==> src/rtl/seq_add_sub_pkg.sv <==
// Shared definitions for the sequential adder/subtractor: FSM states, op codes
// and the default CPU data width.
package seq_add_sub_pkg;

  localparam int unsigned DATA_W = 32;

  localparam logic OP_ADD = 1'b0;
  localparam logic OP_SUB = 1'b1;

  typedef enum logic [1:0] {
    ST_IDLE = 2'd0,
    ST_RUN  = 2'd1,
    ST_FIN  = 2'd2
  } state_e;

endpackage

==> src/rtl/rc_add_slice.sv <==
// Combinational W-bit ripple-carry adder built from a chain of full-adder cells.
// Also exposes the carry into the MSB stage so the caller can derive signed overflow.
module rc_add_slice #(
  parameter int unsigned W = 8
) (
  input  logic [W-1:0] a,
  input  logic [W-1:0] b,
  input  logic         ci,
  output logic [W-1:0] s,
  output logic         co,
  output logic         c_msb
);

  logic [W:0] c;

  assign c[0] = ci;

  for (genvar i = 0; i < W; i++) begin : g_fa
    assign s[i]   = a[i] ^ b[i] ^ c[i];
    assign c[i+1] = (a[i] & b[i]) | (c[i] & (a[i] ^ b[i]));
  end

  assign co    = c[W];
  assign c_msb = c[W-1];

endmodule

==> src/rtl/seq_add_sub.sv <==
// Multi-cycle adder/subtractor: one SLICE-bit ripple slice per clock with the
// inter-slice carry registered, START/BUSY/DONE handshake and CO/OVF/ZERO flags.
module seq_add_sub
  import seq_add_sub_pkg::*;
#(
  parameter int unsigned WIDTH = DATA_W,
  parameter int unsigned SLICE = 8
) (
  input  logic             CLK,
  input  logic             RST,
  input  logic             START,
  input  logic             SnA,
  input  logic [WIDTH-1:0] A,
  input  logic [WIDTH-1:0] B,
  output logic [WIDTH-1:0] Y,
  output logic             CO,
  output logic             OVF,
  output logic             ZERO,
  output logic             BUSY,
  output logic             DONE
);

  localparam int unsigned NSLICE = WIDTH / SLICE;
  localparam int unsigned IDX_W  = (NSLICE > 1) ? $clog2(NSLICE) : 1;

  if ((SLICE == 0) || (WIDTH % SLICE != 0)) begin : g_bad_slice
    $error("seq_add_sub: WIDTH must be a non-zero multiple of SLICE");
  end

  state_e             state;
  logic [WIDTH-1:0]   a_q;
  logic [WIDTH-1:0]   b_q;
  logic [WIDTH-1:0]   acc;
  logic               carry;
  logic [IDX_W-1:0]   idx;

  int unsigned        lsb;
  logic [SLICE-1:0]   a_sl;
  logic [SLICE-1:0]   b_sl;
  logic [SLICE-1:0]   s_sl;
  logic               co_sl;
  logic               c_msb_sl;
  logic [WIDTH-1:0]   res_c;
  logic               last_c;

  assign lsb    = 32'(idx) * SLICE;
  assign a_sl   = a_q[lsb +: SLICE];
  assign b_sl   = b_q[lsb +: SLICE];
  assign last_c = (idx == IDX_W'(NSLICE - 1));

  rc_add_slice #(.W(SLICE)) u_slice (
    .a     (a_sl),
    .b     (b_sl),
    .ci    (carry),
    .s     (s_sl),
    .co    (co_sl),
    .c_msb (c_msb_sl)
  );

  // Accumulator with the current slice merged in; becomes Y on the last slice.
  always_comb begin
    res_c = acc;
    res_c[lsb +: SLICE] = s_sl;
  end

  always_ff @(posedge CLK or negedge RST) begin
    if (!RST) begin
      state <= ST_IDLE;
      a_q   <= '0;
      b_q   <= '0;
      acc   <= '0;
      carry <= 1'b0;
      idx   <= '0;
      Y     <= '0;
      CO    <= 1'b0;
      OVF   <= 1'b0;
      ZERO  <= 1'b0;
      BUSY  <= 1'b0;
      DONE  <= 1'b0;
    end else begin
      DONE <= 1'b0;
      unique case (state)
        ST_IDLE, ST_FIN: begin
          BUSY <= 1'b0;
          if (START) begin
            a_q   <= A;
            b_q   <= (SnA == OP_SUB) ? ~B : B;
            carry <= SnA;
            acc   <= '0;
            idx   <= '0;
            BUSY  <= 1'b1;
            state <= ST_RUN;
          end else begin
            state <= ST_IDLE;
          end
        end
        ST_RUN: begin
          acc   <= res_c;
          carry <= co_sl;
          idx   <= idx + IDX_W'(1);
          if (last_c) begin
            // Signed overflow: carry into the MSB differs from carry out of it.
            Y     <= res_c;
            CO    <= co_sl;
            OVF   <= co_sl ^ c_msb_sl;
            ZERO  <= (res_c == '0);
            BUSY  <= 1'b0;
            DONE  <= 1'b1;
            state <= ST_FIN;
          end
        end
        default: begin
          BUSY  <= 1'b0;
          state <= ST_IDLE;
        end
      endcase
    end
  end

endmodule

==> config.mk <==
export PLATFORM = sky130hd
export DESIGN_NAME = seq_add_sub
export DESIGN_NICKNAME = d
export VERILOG_FILES = /design/src/rtl/seq_add_sub_pkg.sv /design/src/rtl/rc_add_slice.sv /design/src/rtl/seq_add_sub.sv
export SDC_FILE = /design/constraint.sdc
export NUM_CORES = 1
export LEC_CHECK = 0
export ABC_CLOCK_PERIOD_IN_PS = 11700
export CORE_ASPECT_RATIO = 1.5
export CORE_MARGIN = 2
export CORE_UTILIZATION = 51
export CTS_CLUSTER_SIZE = 12
export DETAILED_ROUTE_END_ITERATION = 12
export HOLD_SLACK_MARGIN = 0.05
export PLACE_DENSITY_LB_ADDON = 0.2
export SYNTH_ARGS = -nofsm -noshare
export SYNTH_HDL_FRONTEND = slang
export SYNTH_SLANG_ARGS = --single-unit
==> constraint.sdc <==
create_clock -name CLK -period 11.7 [get_ports CLK]
set_input_delay 1.17 -clock CLK [delete_from_list [all_inputs] [get_ports CLK]]
set_output_delay 1.17 -clock CLK [all_outputs]
set_load 0.005 [all_outputs]
Word level (Yosys, flattened, before mapping)
Index checks and enable logic that the tools add are counted.
{"block": "classes", "add_sub_neg": 2, "eq_ne": 5, "shifts": 4, "n_mux": 16, "n_bitwise": 42, "n_reduce_logical": 7}
{"op": "2-to-1 mux 32 bit", "count": 2}
{"op": "case mux 32 bit (2 select lines)", "count": 1}
{"op": "variable part select 32 x 6 -> 8 bit", "count": 2}
{"op": "negator 5 -> 34 bit", "count": 1}
{"op": "variable shift 8 x 34 -> 32 bit (first input constant)", "count": 1}
{"op": "variable part select 8 x 34 -> 32 bit", "count": 1}
{"op": "bitwise mux 32 bit", "count": 1}
{"op": "logical NOT 32 bit", "count": 1}
{"op": "NOT 32 bit", "count": 1}
{"op": "bitwise XOR 1 bit", "count": 17}
{"op": "bitwise AND 1 bit", "count": 16}
{"op": "OR 1 bit", "count": 8}
{"op": "case mux 2 bit (2 select lines)", "count": 2}
{"op": "2-to-1 mux 1 bit", "count": 6}
{"op": "AND reduction 2 bit", "count": 3}
{"op": "== test 2 bit (second input constant)", "count": 2}
{"op": "2-to-1 mux 2 bit", "count": 2}
{"op": "!= test 2 bit (second input constant)", "count": 2}
{"op": "case mux 1 bit (2 select lines)", "count": 2}
{"op": "adder 2 x 1 -> 2 bit (second input constant)", "count": 1}
{"op": "== test 2 x 1 -> 1 bit (second input constant)", "count": 1}
{"op": "logical NOT 2 bit", "count": 1}
{"op": "nonzero test 2 bit", "count": 1}
{"op": "OR reduction 2 bit", "count": 1}
{"block": "word_totals", "ff_bits": 138, "in_bits": 68, "out_inout_bits": 37, "wordCells": 88}

Logic depth before layout (Yosys ltp)
Gate-level depths: netlist of run 1.
{"block": "depth", "ltp_word": 20, "depth_mapped": 19, "depth_no_buf": 17}

Hierarchy
From an unflattened synthesis of run 1, not the netlist that was laid out.
{"block": "unflattened", "cells_unflattened": 631, "area_unflattened_um2": 6516.2}
{"module": "seq_add_sub", "instances": 1, "cells_per_inst": 613, "area_per_inst_um2": 6318.6, "seq_area_each_um2": 3453.3}
{"module": "rc_add_slice", "instances": 1, "cells_per_inst": 18, "area_per_inst_um2": 197.7, "seq_area_each_um2": 0.0}

Worst setup path before layout of run 1
No wires, ideal clock.
{"block": "synth_path", "path_type": "reg2reg", "start": "register idx[0]", "end": "register ZERO", "setup_time_ns": 0.066, "t_arrival_ns": 5.023, "required_ns": 11.634, "path_slack_ns": 6.612, "stages_incl_launch_ff": 20, "n_path_buf": 2, "period_less_slack_ns": 5.088, "path_cell_list": "dfrtp_1 > buf_4 > buf_4 > mux4_2 > inv_1 > fa_1 > fa_1 > fa_1 > fa_1 > fa_1 > inv_1 > fa_1 > inv_1 > fa_1 > fa_1 > nor2_1 > a31oi_1 > nand4_1 > nor3_1 > a32o_2"}
{"block": "synth_between", "elab_chain_len": 20, "word_cells_on_any_way": 46}
{"element": "start: declaration", "line_no": "seq_add_sub.sv:35", "text": "logic [IDX_W-1:0] idx;"}
{"element": "start signal: assignment", "line_no": "seq_add_sub.sv:100", "text": "idx <= idx + IDX_W'(1);"}
{"element": "variable part select 32 x 6 -> 8 bit, on equally long branches", "line_no": "seq_add_sub.sv:47, seq_add_sub.sv:48"}
{"element": "bitwise XOR 1 bit", "line_no": "rc_add_slice.sv:19, rc_add_slice.sv:20"}
{"element": "bitwise AND 1 bit", "line_no": "rc_add_slice.sv:20", "text": "assign c[i+1] = (a[i] & b[i]) | (c[i] & (a[i] ^ b[i]));"}
{"element": "OR 1 bit", "line_no": "rc_add_slice.sv:20"}
{"element": "bitwise AND 1 bit", "line_no": "rc_add_slice.sv:20"}
{"element": "OR 1 bit", "line_no": "rc_add_slice.sv:20"}
{"element": "bitwise AND 1 bit", "line_no": "rc_add_slice.sv:20"}
{"element": "OR 1 bit", "line_no": "rc_add_slice.sv:20"}
{"element": "(+4 left out)"}
{"element": "bitwise AND 1 bit", "line_no": "rc_add_slice.sv:20"}
{"element": "OR 1 bit", "line_no": "rc_add_slice.sv:20"}
{"element": "bitwise AND 1 bit", "line_no": "rc_add_slice.sv:20"}
{"element": "OR 1 bit", "line_no": "rc_add_slice.sv:20"}
{"element": "bitwise XOR 1 bit", "line_no": "rc_add_slice.sv:19", "text": "assign s[i] = a[i] ^ b[i] ^ c[i];"}
{"element": "variable part select 8 x 34 -> 32 bit", "line_no": "seq_add_sub.sv:63", "text": "res_c[lsb +: SLICE] = s_sl;"}
{"element": "bitwise mux 32 bit", "line_no": "seq_add_sub.sv:63"}
{"element": "logical NOT 32 bit", "line_no": "seq_add_sub.sv:106", "text": "ZERO <= (res_c == '0);"}
{"element": "end signal: assignment", "line_no": "seq_add_sub.sv:106"}
{"element": "end: declaration", "line_no": "seq_add_sub.sv:18", "text": "output logic ZERO,"}
Parallel ways exist; a longest one is shown, timed or not.
A chain may end at the register's enable or synchronous reset.

Worst setup path after layout of run 1
{"block": "layout_path", "start": "register idx[1]", "end": "register ZERO"}
Same word-level chain as after synthesis.

==> results.rst, run 1 <==
.. list-table::
   :header-rows: 1

   * - Metric
     - Value
   * - Total gr overflow
     - 0
   * - Design area
     - 8195 sq um
   * - Longest Clk Path Bufs
     - 2
   * - Sum of buffers and inverters on the critical path
     - 3
   * - Top cell type by total area after synthesis
     - sky130_fd_sc_hd__dfrtp_1
   * - Total global routing track utilization
     - 24.35%
   * - Synth top area share
     - 52.51%
   * - Number of global-route vias before repair
     - 5197
   * - Total count of max-transition violations in the final report
     - 0
   * - Die footprint
     - 13740 sq um
   * - Register bit total from synthesis
     - 137
   * - Gate count after technology mapping
     - 657
   * - Most used flip-flop cell after synthesis
     - sky130_fd_sc_hd__dfrtp_1
   * - Post-route insts no fill
     - 912
   * - Share of final-layout standard cells stronger than drive strength 1
     - 8.995%
   * - Most repeated library cell on the critical path
     - sky130_fd_sc_hd__fa_1
   * - Post-detailed-placement half-perimeter wirelength
     - 10900 microns
   * - Number of endpoints with negative hold slack in the final report
     - 0
   * - Static Leak
     - 3.664 nW
   * - Part of the power in combinational logic
     - 47.3%
   * - Outcome
     - completed
   * - Post-route setup slack
     - 6122 ps
   * - Unrepaired setup endpoints after global routing
     - no
   * - Number of port buffers
     - 104
   * - Pre-CTS setup slack
     - 6185 ps
   * - Share of flip-flops with an asynchronous set or reset
     - 100.0%
   * - Floorplan row count
     - 50
   * - Highest ir drop seen on vdd
     - 0.1775 mV
   * - Critical Path Max Stage Delay
     - 940 ps
   * - Number of distinct library cells after synthesis
     - 41
   * - Origin of the worst min-delay path
     - a_q[19]
   * - Net switching component of the power
     - 1.054 mW
   * - Worst hold path cell count
     - 2
   * - Clock latency at the later pin of the worst-skew pair
     - 420 ps
   * - Largest fanout on the critical path
     - 21
   * - WL/cell
     - 17.02 microns
   * - Critical-path cell with the highest stage delay
     - sky130_fd_sc_hd__dfrtp_1
   * - TritonCTS Sinks
     - 137
   * - Maximum frequency from static timing analysis
     - 179.3 MHz
   * - Inserted Diodes
     - 0
   * - Total placed cells including tap cells
     - 880
   * - Critical register-to-register path startpoint
     - idx[1]
   * - Final routed DRC violation total
     - 0
   * - Data required time at the worst endpoint
     - 12050 ps
   * - Fraction of power consumed by sequential logic
     - 31.6%
   * - Shortest clock period the worst path allows after layout
     - 5578 ps
   * - # fillers
     - 1020
   * - Path category of the worst min-delay check
     - register to register
   * - Syn avg cell area
     - 9.937 sq um
   * - Most frequent cells in the layout
     - sky130_fd_sc_hd__nand2_1, sky130_fd_sc_hd__dfrtp_1, sky130_fd_sc_hd__clkdlybuf4s50_1
   * - Power per cell area
     - 314.7 nW/um^2
   * - Final count of negative-setup-slack endpoints
     - 0
   * - Clock H-tree levels
     - 4
   * - Drt first-iter violations
     - 327
   * - Hold-fix buffers at CTS
     - 0
   * - Postcts setup bufs
     - 0
   * - Worst R2R Setup Slack
     - 6120 ps
   * - Total power
     - 2.579 mW
   * - Worst path top cell family by delay
     - adder cells
   * - Width of the die
     - 96.38 microns
   * - Capture point of the worst reg-to-reg path
     - ZERO
   * - Critical path type
     - register to register
   * - Sum Neg Setup Slack
     - 0 ps
   * - Transition at the pin with the smallest max-transition slack
     - 1204 ps
   * - Post-placement cell area
     - 7590 sq um
   * - Max-capacitance violation count
     - 0
   * - Cts repair resizes
     - 0
   * - Worst-case hold path end point
     - a_q[19]
   * - Wire length of the first global-routing pass
     - 25390 microns
   * - Biggest area contributors in the synthesized netlist
     - sky130_fd_sc_hd__dfrtp_1, sky130_fd_sc_hd__nand2_1, sky130_fd_sc_hd__o21ai_0
   * - DR pass1 iterations
     - 5
   * - Syn nets
     - 739
   * - Max_slew headroom
     - 19.62%
   * - Cell Area, Synth
     - 6529 sq um
   * - Maximum number of pins on one net before global-route repair
     - 81
   * - Post-route antenna net violation count
     - 0
   * - Period utilisation layout
     - 47.67%
   * - Clock buffers created by TritonCTS
     - 17
   * - Clock slew seen by the registers of the worst setup and hold paths
     - 60 ps
   * - Layout overhead on the synthesized area
     - 25.53%
   * - Initial antenna violation count
     - 0
   * - Core area
     - 12510 sq um
   * - CP endpoint kind
     - register
   * - Worst hold slack
     - 471.6 ps
   * - Vertical die dimension
     - 142.6 microns
   * - Post-DR vias/cell
     - 5.520
   * - Cell-by-cell listing of the critical path
     - mux4_2 > inv_1 > fa_1 > fa_1 > fa_1 > fa_1 > fa_1 > inv_1 > fa_1 > inv_1 > fa_1 > fa_1 > nor2_1 > a31oi_1 > nand4_1 > nor3_1 > a32o_2
   * - Starting Density
     - 52.18%
   * - Element type at the critical path start
     - register
   * - Count of synthesis-stage warnings from yosys
     - 0
   * - Clk pwr share
     - 21.1%
   * - Switching power as a share of total power
     - 40.88%
   * - Cell internal power dissipation
     - 1.525 mW
   * - Leading cell type in the layout, fill and taps excluded
     - sky130_fd_sc_hd__nand2_1
   * - Number of enable-type register cells in the synthesized netlist
     - 0
   * - DR vias
     - 5034
   * - # IOs
     - 105
   * - Clock tree from TritonCTS
     - yes
   * - Placer's final routability congestion estimate
     - 0.8929
   * - Crit path arrival time
     - 5930 ps
   * - Final design utilization
     - 65.50%
   * - Worst clock skew
     - 9.809 ps
   * - Routed wire length
     - 15520 microns
   * - Sequential-to-total area share from yosys stat
     - 52.51%
   * - Total number of nets in the final design
     - 825
   * - Path depth of the worst reg2reg path
     - 17
   * - Clock tree root driver cell
     - sky130_fd_sc_hd__clkbuf_16
==> kinds of logic (layout without fill, tap and decap cells) <==
logic type      Yosys count  count (layout)  synth area share, %
fa+ha+maj                14              14                3.603
buf+inv                  72             171                4.944
compound gates          140             140                12.74
mux                      16              16                5.519
simple gates            245             245                16.25
xor+xnor                 33              33                4.427
flops                   137             137                52.51
==> worst min-delay path, delay by kind of cell (launching register included) <==
kind             cells  cell delay [ps]
and+or+nand+nor      2              100
DFF                  1              330
==> power groups by stage <==
stage / Combinational, mW / Sequential [mW] / Clock [mW]
2_1_floorplan: 0.809 / 0.776 / 0
3_3_place_gp: 1.16 / 0.806 / 0
3_5_place_dp: 1.20 / 0.819 / 0
4_1_cts: 1.21 / 0.816 / 0.551
5_1_grt: 1.34 / 0.839 / 0.572
6_report: 1.22 / 0.814 / 0.545
==> state kept, by name, indices dropped and copies added (netlist names) <==
register	count
state	1
DONE	1
CO	1
carry	1
acc	32
b_q	32
ZERO	1
BUSY	1
OVF	1
Y	32
a_q	32
idx	2
==> per-layer routing <==
metal	part of all wire (%)	GRT usage, %	vias up
li1	-	-	2358
met1	37	27.79	2456
met2	54	42.54	178
met3	4.4	4.449	42
met4	4.8	12.75	0
met5	0	0	-
==> cell type report <==
class,instances,area [sq um],share of cell area [%]
inverters,30,112.6,1.374
repair buffers,109,1071,13.07
flip-flops and latches,137,3428,41.83
clock inverters,12,148.9,1.817
multi-input cells,448,2783,33.95
clock buffers,20,456.7,5.573
well taps,156,195.2,2.382
==> Yosys cell counts (2+ instances only) <==
cell type,number
sky130_fd_sc_hd__dfrtp_1,137
sky130_fd_sc_hd__buf_2,12
sky130_fd_sc_hd__nor2b_1,18
sky130_fd_sc_hd__mux4_2,16
sky130_fd_sc_hd__nand4_1,5
sky130_fd_sc_hd__nor4_1,2
sky130_fd_sc_hd__nor3_1,2
sky130_fd_sc_hd__inv_1,29
sky130_fd_sc_hd__nand3_1,2
sky130_fd_sc_hd__a31oi_1,23
sky130_fd_sc_hd__and2b_4,3
sky130_fd_sc_hd__nand2b_1,2
sky130_fd_sc_hd__and2b_1,8
sky130_fd_sc_hd__clkbuf_1,22
sky130_fd_sc_hd__buf_6,3
sky130_fd_sc_hd__nor2_1,9
sky130_fd_sc_hd__xnor2_1,33
sky130_fd_sc_hd__a31oi_2,2
sky130_fd_sc_hd__o21ai_0,88
sky130_fd_sc_hd__ha_1,6
sky130_fd_sc_hd__o21ai_1,4
sky130_fd_sc_hd__nand2_1,189
sky130_fd_sc_hd__o21a_1,8
sky130_fd_sc_hd__o221ai_1,8
sky130_fd_sc_hd__fa_1,8
sky130_fd_sc_hd__buf_4,3
==> worst max-delay path by stage <==
stage,slack [ps],startpoint,to,depth (start not counted)
6_report,6120,idx[1],ZERO,17
5_1_grt,5850,idx[1],ZERO,17
4_1_cts,6130,idx[1],ZERO,17
3_5_place_dp,6180,idx[1],ZERO,17
3_3_place_gp,6300,idx[1],ZERO,17
2_1_floorplan,6610,idx[0],ZERO,19
No activity file was read; power rests on OpenSTA's default activity.
==> run 2: changes to the inputs <==
ABC_CLOCK_PERIOD_IN_PS = 5750   (was 11700)
clock period = 5.75 ns   (was 11.7 ns; I/O delays follow)
==> results.rst, run 2 (synthesis gave the netlist of run 1 again) <==
.. list-table::
   :header-rows: 1

   * - Metric
     - Value
   * - Clock H-tree levels
     - 4 (unchanged)
   * - Path depth of the worst reg2reg path
     - 18 (+1)
   * - Cts repair resizes
     - 0 (unchanged)
   * - Floorplan row count
     - 50 (unchanged)
   * - Longest Clk Path Bufs
     - 2 (unchanged)
   * - Post-route setup slack
     - 594.5 ps (-5528 ps)
   * - Layout overhead on the synthesized area
     - 26.98%
   * - Final routed DRC violation total
     - 0 (unchanged)
   * - Clock tree from TritonCTS
     - yes
   * - Highest ir drop seen on vdd
     - 0.2938 mV (+65%)
   * - Number of endpoints with negative hold slack in the final report
     - 0 (unchanged)
   * - Worst hold slack
     - 323.9 ps (-147.7 ps)
   * - Maximum number of pins on one net before global-route repair
     - 83 (+2.5%)
   * - Post-route antenna net violation count
     - 0 (unchanged)
   * - Worst R2R Setup Slack
     - 590 ps (-5530 ps)
   * - WL/cell
     - 16.65 microns (-2.2%)
   * - Maximum frequency from static timing analysis
     - 194.0 MHz (+8.2%)
   * - Element type at the critical path start
     - register
   * - Total power
     - 5.351 mW (+110%)
   * - Total number of nets in the final design
     - 828 (+0.36%)
   * - Leading cell type in the layout, fill and taps excluded
     - sky130_fd_sc_hd__nand2_1
   * - DR vias
     - 5021 (-0.26%)
   * - Inserted Diodes
     - 0 (unchanged)
   * - Switching power as a share of total power
     - 39.38% (-1.5 points)
   * - Clock tree root driver cell
     - sky130_fd_sc_hd__clkbuf_16
   * - TritonCTS Sinks
     - 137 (unchanged)
   * - Largest fanout on the critical path
     - 10 (-52%)
   * - Max-capacitance violation count
     - 0 (unchanged)
   * - Worst clock skew
     - 8.251 ps (-1.558 ps)
   * - Initial antenna violation count
     - 0 (unchanged)
   * - Final count of negative-setup-slack endpoints
     - 0 (unchanged)
   * - Static Leak
     - 3.703 nW (+1.1%)
   * - Number of port buffers
     - 104 (unchanged)
   * - Width of the die
     - 96.38 microns (unchanged)
   * - Max_slew headroom
     - 24.24% (+4.6 points)
   * - Power per cell area
     - 645.4 nW/um^2 (+110%)
   * - Final design utilization
     - 66.26% (+0.76 points)
   * - Design area
     - 8290 sq um (+1.2%)
   * - Fraction of power consumed by sequential logic
     - 30.6% (-1.0 points)
   * - Clk pwr share
     - 23.3% (+2.2 points)
   * - Path category of the worst min-delay check
     - primary input to async pin
   * - # fillers
     - 992 (-2.7%)
   * - Post-detailed-placement half-perimeter wirelength
     - 10720 microns (-1.6%)
   * - Post-route insts no fill
     - 915 (+0.33%)
   * - Critical register-to-register path startpoint
     - idx[1]
   * - Data required time at the worst endpoint
     - 6110 ps (-5940 ps)
   * - Post-placement cell area
     - 7612 sq um (+0.30%)
   * - Routed wire length
     - 15240 microns (-1.8%)
   * - Unrepaired setup endpoints after global routing
     - no
   * - Drt first-iter violations
     - 322 (-1.5%)
   * - Capture point of the worst reg-to-reg path
     - ZERO
   * - Area used by sequential logic in the layout
     - 3428 sq um (unchanged)
   * - Area occupied by multi-input gates
     - 2783 sq um (unchanged)
   * - Share of final-layout standard cells stronger than drive strength 1
     - 9.223% (+0.23 points)
   * - Total placed cells including tap cells
     - 883 (+0.34%)
   * - Clock slew seen by the registers of the worst setup and hold paths
     - 60 ps (about the same)
   * - Critical path type
     - register to register
   * - Shortest clock period the worst path allows after layout
     - 5155 ps (-422.2 ps)
   * - Outcome
     - completed
   * - Clock buffers created by TritonCTS
     - 17 (unchanged)
   * - Cell internal power dissipation
     - 3.244 mW (+110%)
   * - # IOs
     - 105 (unchanged)
   * - Vertical die dimension
     - 142.6 microns (unchanged)
   * - DR pass1 iterations
     - 4 (-1)
   * - Part of the power in combinational logic
     - 46.1% (-1.2 points)
   * - Period utilisation layout
     - 89.66% (+42 points)
   * - Pre-CTS setup slack
     - 648.9 ps (-5536 ps)
   * - Die footprint
     - 13740 sq um (unchanged)
   * - Post-DR vias/cell
     - 5.487 (-0.59%)
   * - Most frequent cells in the layout
     - sky130_fd_sc_hd__nand2_1, sky130_fd_sc_hd__dfrtp_1, sky130_fd_sc_hd__clkdlybuf4s50_1
   * - Sum Neg Setup Slack
     - 0 ps (unchanged)
   * - Starting Density
     - 52.18% (unchanged)
   * - Net switching component of the power
     - 2.107 mW (+100%)
   * - Transition at the pin with the smallest max-transition slack
     - 1135 ps (-69.28 ps)
   * - Placer's final routability congestion estimate
     - 0.9115 (+2.1%)
   * - Total count of max-transition violations in the final report
     - 0 (unchanged)
   * - Total global routing track utilization
     - 24.15% (-0.20 points)
   * - CP endpoint kind
     - register
   * - Crit path arrival time
     - 5510 ps (-420 ps)
   * - Hold-fix buffers at CTS
     - 0 (unchanged)
   * - Core area
     - 12510 sq um (unchanged)
   * - Number of global-route vias before repair
     - 5167 (-0.58%)
   * - Clock latency at the later pin of the worst-skew pair
     - 420 ps (about the same)
   * - Postcts setup bufs
     - 0 (unchanged)
   * - Wire length of the first global-routing pass
     - 25200 microns (-0.74%)
   * - Total gr overflow
     - 0 (unchanged)
run 2: cell type report:
type                    count  share of cell area (%)
clock inverters            11                   2.626
repair buffers            112                   13.19
multi-input cells         448                   33.56
well taps                 156                   2.354
flip-flops and latches    137                   41.35
clock buffers              21                   5.554
inverters                  30                   1.358
run 2: how the worst max path moves through the flow:
stage	to	cells after the start	start	slack, ps
after floorplan	ZERO	19	idx[0]	660
after global routing	ZERO	18	idx[1]	300
final	ZERO	18	idx[1]	590
after detailed placement	ZERO	18	idx[1]	650
after global placement	ZERO	18	idx[1]	790
after CTS	ZERO	18	idx[1]	600
run 2: routing by layer:
layer / global-route usage [%] / share of wire (%) / vias to the layer above
li1: - / - / 2368
met1: 28.64 / 38 / 2449
met2: 41.74 / 54 / 165
met3: 4.449 / 4.5 / 39
met4: 11.27 / 3.9 / 0
met5: 0 / 0 / -
run 2: critical path, stage by stage (launching register included):
cell                      delay (ps)
sky130_fd_sc_hd__dfrtp_1         470
sky130_fd_sc_hd__buf_4           240
sky130_fd_sc_hd__mux4_2          200
sky130_fd_sc_hd__inv_1            50
sky130_fd_sc_hd__fa_1            370
sky130_fd_sc_hd__fa_1            390
sky130_fd_sc_hd__fa_1            400
sky130_fd_sc_hd__fa_1            400
sky130_fd_sc_hd__fa_1            370
sky130_fd_sc_hd__inv_1            80
sky130_fd_sc_hd__fa_1            170
sky130_fd_sc_hd__inv_1            50
sky130_fd_sc_hd__fa_1            420
sky130_fd_sc_hd__fa_1            570
sky130_fd_sc_hd__nor2_1          100
sky130_fd_sc_hd__a31oi_1         290
sky130_fd_sc_hd__nand4_1         140
sky130_fd_sc_hd__nor3_1          200
sky130_fd_sc_hd__a32o_2          180
run 2: power groups by stage:
stage          clock, mW  combinational, mW  sequential (mW)
2_1_floorplan          0               1.65             1.58
3_3_place_gp           0               2.39             1.62
3_5_place_dp           0               2.45             1.65
4_1_cts             1.25               2.47             1.64
5_1_grt             1.30               2.72             1.69
6_report            1.25               2.47             1.64
